==> config.mk <==
export PLATFORM = sky130hd
export DESIGN_NAME = spi_slave
export DESIGN_NICKNAME = d
export VERILOG_FILES = /design/src/rtl/spi_pkg.sv /design/src/rtl/spi_edge_sync.sv /design/src/rtl/spi_slave.sv
export SDC_FILE = /design/constraint.sdc
export NUM_CORES = 1
export LEC_CHECK = 0
export CAP_MARGIN = 20
export CELL_PAD_IN_SITES_DETAIL_PLACEMENT = 0
export CELL_PAD_IN_SITES_GLOBAL_PLACEMENT = 1
export CORE_ASPECT_RATIO = 0.75
export CORE_MARGIN = 2
export CORE_UTILIZATION = 40
export CTS_CLUSTER_SIZE = 12
export DETAILED_ROUTE_END_ITERATION = 6
export GPL_TIMING_DRIVEN = 0
export PLACE_DENSITY = 0.84
export SLEW_MARGIN = 10
export SYNTH_ARGS = -nofsm -noshare
export SYNTH_HDL_FRONTEND = slang
export SYNTH_HIERARCHICAL = 1
export SYNTH_SLANG_ARGS = --single-unit
export TNS_END_PERCENT = 10
==> constraint.sdc <==
create_clock -name clk -period 5.76 [get_ports clk]
set_input_delay 0.864 -clock clk [delete_from_list [all_inputs] [get_ports clk]]
set_output_delay 0.864 -clock clk [all_outputs]
set_load 0.05 [all_outputs]
==> src/rtl/spi_pkg.sv <==
// Shared SPI definitions: frame width, responder FSM states and the
// slave-select encodings used by the master-side decode.
package spi_pkg;

    localparam int SPI_WIDTH = 16;

    typedef enum logic {
        IDLE  = 1'b0,
        SHIFT = 1'b1
    } state_t;

    typedef enum logic [2:0] {
        TRIG = 3'b000,
        CH1  = 3'b001,
        CH2  = 3'b010,
        CH3  = 3'b011,
        EEP  = 3'b100
    } ss_sel_t;

endpackage

==> src/rtl/spi_edge_sync.sv <==
// Three-flop synchronizer for an asynchronous input with one-clk-wide
// rise/fall strobes; reset value chosen so an idle line produces no edge.
module spi_edge_sync #(
    parameter logic RST_VAL = 1'b1
) (
    input  logic clk,
    input  logic rst_n,
    input  logic din,
    output logic rise,
    output logic fall
);

    logic [2:0] sync_q;

    // NOTE: sequential state uses non-blocking assignments so every flop
    // samples the pre-edge value of its neighbour, giving a true shift chain.
    always_ff @(posedge clk or negedge rst_n) begin
        if (!rst_n) begin
            sync_q <= {3{RST_VAL}};
        end else begin
            sync_q <= {sync_q[1:0], din};
        end
    end

    // sync_q[1] is the metastability-filtered level, sync_q[2] its previous value.
    assign rise = sync_q[1] & ~sync_q[2];
    assign fall = ~sync_q[1] & sync_q[2];

endmodule

==> src/rtl/spi_slave.sv <==
// Oversampled SPI responder: captures a WIDTH-bit command from MOSI and
// returns a preloaded response word on MISO, all in the clk domain.
module spi_slave
    import spi_pkg::*;
#(
    parameter int WIDTH = SPI_WIDTH,
    parameter int CNT_W = 5
) (
    input  logic             clk,
    input  logic             rst_n,
    input  logic             SS_n,
    input  logic             SCLK,
    input  logic             MOSI,
    output logic             MISO,
    output logic             MISO_oe,
    input  logic [WIDTH-1:0] tx_data,
    input  logic             wrt,
    output logic [WIDTH-1:0] cmd_rcvd,
    output logic             rdy,
    input  logic             clr_rdy,
    output logic             frame_err,
    output logic             ovr
);

    localparam logic [CNT_W-1:0] CNT_FULL = CNT_W'(WIDTH);
    localparam logic [CNT_W-1:0] CNT_SAT  = CNT_W'(WIDTH + 1);

    logic             ss_rise;
    logic             ss_fall;
    logic             sclk_rise;
    logic             sclk_fall;
    logic [2:0]       mosi_q;
    state_t           state;
    logic [CNT_W-1:0] bit_cnt;
    logic [CNT_W-1:0] cnt_next;
    logic [WIDTH-1:0] rx_shift;
    logic [WIDTH-1:0] rx_next;
    logic [WIDTH-1:0] tx_shift;
    logic [WIDTH-1:0] tx_buf;

    spi_edge_sync #(.RST_VAL(1'b1)) u_ss_sync (
        .clk  (clk),
        .rst_n(rst_n),
        .din  (SS_n),
        .rise (ss_rise),
        .fall (ss_fall)
    );

    spi_edge_sync #(.RST_VAL(1'b1)) u_sclk_sync (
        .clk  (clk),
        .rst_n(rst_n),
        .din  (SCLK),
        .rise (sclk_rise),
        .fall (sclk_fall)
    );

    // Third MOSI flop lines the data bit up with the sclk_rise strobe.
    always_ff @(posedge clk or negedge rst_n) begin
        if (!rst_n) begin
            mosi_q <= '0;
        end else begin
            mosi_q <= {mosi_q[1:0], MOSI};
        end
    end

    // NOTE: every always_comb output gets a default first so no path leaves
    // it unassigned, which would otherwise infer a latch.
    always_comb begin
        cnt_next = bit_cnt;
        rx_next  = rx_shift;
        if (sclk_rise) begin
            rx_next = {rx_shift[WIDTH-2:0], mosi_q[2]};
            if (bit_cnt != CNT_SAT) begin
                cnt_next = bit_cnt + 1'b1;
            end
        end
    end

    always_ff @(posedge clk or negedge rst_n) begin
        if (!rst_n) begin
            state     <= IDLE;
            bit_cnt   <= '0;
            rx_shift  <= '0;
            tx_shift  <= '0;
            tx_buf    <= '0;
            cmd_rcvd  <= '0;
            rdy       <= 1'b0;
            MISO_oe   <= 1'b0;
            frame_err <= 1'b0;
            ovr       <= 1'b0;
        end else begin
            frame_err <= 1'b0;
            ovr       <= 1'b0;
            if (wrt) begin
                tx_buf <= tx_data;
            end
            if (clr_rdy) begin
                rdy <= 1'b0;
            end

            case (state)
                IDLE: begin
                    if (ss_fall) begin
                        rx_shift <= '0;
                        tx_shift <= wrt ? tx_data : tx_buf;
                        bit_cnt  <= '0;
                        MISO_oe  <= 1'b1;
                        state    <= SHIFT;
                    end
                end
                SHIFT: begin
                    rx_shift <= rx_next;
                    bit_cnt  <= cnt_next;
                    // The master's leading fall (count still 0) must not shift,
                    // or the MSB would never be sampled.
                    if (sclk_fall && bit_cnt != '0) begin
                        tx_shift <= tx_shift << 1;
                    end
                    if (ss_rise) begin
                        MISO_oe <= 1'b0;
                        state   <= IDLE;
                        if (cnt_next == CNT_FULL) begin
                            cmd_rcvd <= rx_next;
                            rdy      <= 1'b1;
                            ovr      <= rdy;
                        end else begin
                            frame_err <= 1'b1;
                        end
                    end
                end
                default: state <= IDLE;
            endcase
        end
    end

    assign MISO = (state == SHIFT) & tx_shift[WIDTH-1];

endmodule
### Yosys cells after proc, flatten, opt, wreduce, memory -nomap -nowiden

Index checks and enable logic that the tools add are counted.

* memories: 0
* bits in writable memories: 0
* bits in read-only memories: 0
* logic and storage cells: 61
* flip-flop bits (word level): 83
* latch bits: 0

* magnitude comparators: 0
* mux-type cells: 27
* eq/ne operators: 5
* div/mod/pow operators: 0
* shifts and indexed selects: 0
* multipliers: 0
* add/sub/neg operators: 1
* reductions and logical operators: 5
* bitwise logic cells: 10

Operator list (count)
* two-way mux 16 bit: 5
* one-hot mux 16 bit (2 select lines): 2
* two-way mux 5 bit: 3
* two-way mux 1 bit: 14
* one-hot mux 5 bit (2 select lines): 1
* adder 5 x 1 -> 5 bit (second input constant): 1
* AND 1 bit: 5
* equality test 5 bit (second input constant): 1
* inequality test 5 bit (second input constant): 1
* NOT 1 bit: 5
* nonzero test 5 bit: 1
* inequality test 2 bit (second input constant): 2
* one-hot mux 1 bit (2 select lines): 2
* AND reduction 2 bit: 2
* AND reduction 3 bit: 1
* inequality test 2 x 1 -> 1 bit (second input constant): 1
* logical AND 1 bit: 1

### Longest topological paths before layout

* depth in word-level cells: 7
* gate-level depth with buffers: 8

### Modules after synthesis

The synthesis kept the hierarchy.

By module, submodules not included
* spi_slave: area an instance 3458.3 sq um, instances 1, seq. area each 1926.8 sq um, cells each 286
* spi_edge_sync: area an instance 93.8 sq um, instances 2, seq. area each 78.8 sq um, cells each 5

### Worst setup path after synthesis

OpenSTA, ideal clock, no wires.

* path kind: register -> register
* start point: register u_sclk_sync.sync_q[1]
* end point: register cmd_rcvd[10]
* data arrival time: 2.269 ns
* clock period less this slack: 2.393 ns
* cell stages (with the launch flop): 8
* path buffers: 1
* setup slack: 3.367 ns
* cells stage by stage: dfstp_2 > nor2b_1 > nand4_1 > xnor2_1 > a311o_1 > nor3_4 > buf_8 > mux2_2

* cells in the longest elaborated chain, start to end: 4

RTL lines
* start: declaration: line spi_edge_sync.sv:13 `logic [2:0] sync_q;`
* start signal: assignment: line spi_edge_sync.sv:19 `sync_q <= {3{RST_VAL}};`
* start signal: assignment: line spi_edge_sync.sv:21 `sync_q <= {sync_q[1:0], din};`
* AND 1 bit *: line spi_edge_sync.sv:26 `assign rise = sync_q[1] & ~sync_q[2];`
* named net sclk_rise: line spi_slave.sv:30 `logic sclk_rise;`
* two-way mux 5 bit: line spi_slave.sv:71 `if (sclk_rise) begin`
* equality test 5 bit: line spi_slave.sv:122 `if (cnt_next == CNT_FULL) begin`
* AND reduction 3 bit (no line)
* end signal: assignment: line spi_slave.sv:123 `cmd_rcvd <= rx_next;`
* end: declaration: line spi_slave.sv:18 `output logic [WIDTH-1:0] cmd_rcvd,`

Mark *: on every way through the listed nets, which the timed path passes. The rest lies on a longest branch.
A chain may end at the register's enable or synchronous reset.

### Final worst setup path

* start point: register state
* end point: output MISO

* cells in the longest elaborated chain, start to end: 1

RTL lines
* start: declaration: line spi_slave.sv:33 `state_t state;`
* start signal: assignment: line spi_slave.sv:81 `state <= IDLE;`
* start signal: assignment: line spi_slave.sv:108 `state <= SHIFT;`
* start signal: assignment: line spi_slave.sv:121 `state <= IDLE;`
* AND 1 bit: line spi_slave.sv:136 `assign MISO = (state == SHIFT) & tx_shift[WIDTH-1];`
* end: declaration: line spi_slave.sv:14 `output logic MISO,`

No other way between the ends.

==> impl_metrics.json <==
{
  "yosysWarnings": 6,
  "grt_max_degree": 51,
  "cts_max_level": 3,
  "area_delta_synth_final_pct": 23.8,
  "stdcell_area_um2": 4510,
  "rows": 30,
  "core_area_um2": 8970,
  "p_per_area_nw_per_um2": 348,
  "fillers": 783,
  "instances_no_fill": 467,
  "finalSetupTns_ns": 0,
  "maxSlewHeadroom": 0.498,
  "gp_congestion": 0.790,
  "port_buffers": 42,
  "via_per_inst": 4.99,
  "worst_slew_pin_slew_ns": 0.753,
  "cts-root-buf": "clkbuf_16",
  "hold_path_class": "reg2reg",
  "post_cts_resized": 0,
  "worstPathArrival_ns": 2.76,
  "drtIter0Drc": 100,
  "clkLatencyLatePin_ns": 0.33,
  "wl_per_cell_um": 14.6,
  "ys_seq_area_frac": 0.572,
  "hold_viol": 0,
  "diodes": 0,
  "path_clk_slew_ns": 0.06,
  "outcome": "finished, final reports clean",
  "ys_ff_latch": 83,
  "seqCellArea_um2": 2080,
  "max-vdd-ir-drop_mv": 0.135,
  "required_ns": 4.90,
  "die_w_um": 114,
  "finalSetupViolCount": 0,
  "synth_ff_type": "dfrtp_1",
  "finalWirelength_um": 6820,
  "postSynthNetCount": 322,
  "die-area_um2": 9900,
  "cts.sinks": 83,
  "max_freq_ghz": 0.276,
  "final_antenna_net_count": 0,
  "post-route-min-period_ns": 3.62,
  "synth_async_sr_flop_share": 1.00,
  "worst_slack_ns": 2.14,
  "clockBufferDepth": 2,
  "synth.avg_cell_area_um2": 12.3,
  "cp_max_fo": 10,
  "grt_pass1_wl_um": 11600,
  "crit_type": "reg2out",
  "dpl.hpwl_um": 4750,
  "io_pins": 44,
  "cts_tree": "built",
  "synth-edff-count": 0,
  "place_ws_ns": 2.49,
  "placed_area_um2": 4230,
  "multiInputGateArea_um2": 1430,
  "synth_area_um2": 3650,
  "track_usage": 0.151,
  "period_share": 0.628,
  "dr.pass1.iters": 4,
  "finClkSkew_ns": 0.00622,
  "fin_nets": 376,
  "antenna_found_initial": 0,
  "drive_gt1_frac": 0.237,
  "die_y_um": 86.7,
  "maxSlewViolCount": 0,
  "p_leak_nw": 2.00,
  "synth_cell_types": 36,
  "globalRoute.totalOverflow": 0,
  "hold-worst-slack_ns": 0.347,
  "first_global_vias": 2303,
  "numCtsBuffers": 9,
  "worst_setup_path_start_kind": "flop",
  "critPathCaptureType": "primary output",
  "initial_core_util": 0.406,
  "postCtsSetupRepairBufs": 0,
  "via_count": 2330,
  "max-cap-violations": 0,
  "drc_errors": 0,
  "postCtsHoldBufs": 0,
  "rsz0062_at_grt": "no",
  "syn_inst": 296,
  "dp.cells": 451
}
cells in the final DEF, fill, tap and decap left out, drive strengths merged, types with 16 or more instances in the layout:
cell and n:
mux2 49, dfrtp 77, nand2 20, clkdlybuf4s50 41, mux2i 16, o21ai 21, nand2b 18, a21oi 17
clkbuf 27, nor2 20
kinds of logic (layout without fill, tap and decap cells):
logic type,count (synthesis),after routing,share of synthesized area
xor gates and xnor gates,2,2,0.00481
adders and majority gates,3,3,0.0103
and+or+nand+nor,74,74,0.111
DFF,83,83,0.572
buffers and inverters,23,82,0.0371
muxes,65,65,0.195
AOI/OAI and AO/OA,46,46,0.0697
state kept, by name, summed over array words and instances, names as in the netlist:
register and count:
cmd_rcvd 16, rx_shift 16, tx_buf 16, tx_shift 16
bit_cnt 5, mosi_q 3, u_sclk_sync/sync_q 3, u_ss_sync/sync_q 3
MISO_oe 1, frame_err 1, ovr 1, rdy 1
state 1
final cells by class:
class | instances | area share
inverters | 5 | 0.00416
clock buffers | 12 | 0.0568
multi-input cells | 190 | 0.316
repair buffers | 43 | 0.0987
well taps | 112 | 0.0311
clock inverters | 4 | 0.00554
plain buffers | 18 | 0.0258
flip-flops and latches | 83 | 0.462
cells in the mapped netlist, types with 2 or more instances:
| master | n | share of area |
|---|---|---|
| ha_1 | 3 | 0.010 |
| and2b_2 | 2 | 0.0048 |
| dfstp_2 | 6 | 0.043 |
| o21ai_0 | 21 | 0.029 |
| clkbuf_8 | 3 | 0.011 |
| o22ai_1 | 2 | 0.0034 |
| nor2_1 | 20 | 0.021 |
| nand2b_1 | 18 | 0.031 |
| clkbuf_1 | 12 | 0.012 |
| nand4_1 | 4 | 0.0069 |
| nand2_1 | 20 | 0.021 |
| nor2b_1 | 2 | 0.0034 |
| mux2_2 | 49 | 0.15 |
| inv_1 | 5 | 0.0051 |
| mux2i_1 | 16 | 0.044 |
| a21oi_1 | 17 | 0.023 |
| dfrtp_1 | 77 | 0.53 |
stage by stage:
| step | total power (W) | utilization |
|---|---|---|
| 2_1_floorplan | 0.000944 | - |
| 5_1_grt | 0.00166 | 0.503 |
| 3_5_place_dp | 0.00105 | 0.472 |
| 4_1_cts | 0.00159 | 0.503 |
| 6_report | 0.00157 | 0.503 |
| 3_3_place_gp | 0.00103 | 0.469 |
path summary, 6_finish.rpt:
path                                                  from                               to  slack (ns)  cells past startpoint
max                                        state$_DFF_PN0_                             MISO        2.14                      5
min                                    mosi_q[1]$_DFF_PN0_              mosi_q[2]$_DFF_PN0_        0.35                      0
max reg2reg                u_sclk_sync/sync_q[1]$_DFF_PN1_         cmd_rcvd[10]$_DFFE_PN0P_        2.90                      7
min reg2reg                            mosi_q[1]$_DFF_PN0_              mosi_q[2]$_DFF_PN0_        0.35                      0
max in group asynchronous                            rst_n  u_sclk_sync/sync_q[0]$_DFF_PN1_        4.63                      2
min in group asynchronous                            rst_n              tx_buf[9]$_DFF_PN0_        0.48                      1
worst max-delay path: stages (launching register included):
cell	delay, ns
dfrtp_1	0.33
clkbuf_8	0.15
clkbuf_1	0.43
clkbuf_1	0.47
and2_1	0.23
clkdlybuf4s50_1	0.81
per-layer routing:
metal  up-vias  wire length, um  track usage
met5         -                0            0
met4         0               70       0.0399
met3         5              169       0.0399
met2        31             3160        0.231
met1      1169             3420        0.215
li1       1125                -            -
where the power goes:
group	leakage (nW)	total, W	switching [W]	internal (W)
registers	1.03	0.000719	0.0000487	0.000670
clock network	0.135	0.000534	0.000220	0.000314
logic	0.838	0.000317	0.000175	0.000142
Power figures use the tool's default switching activity.
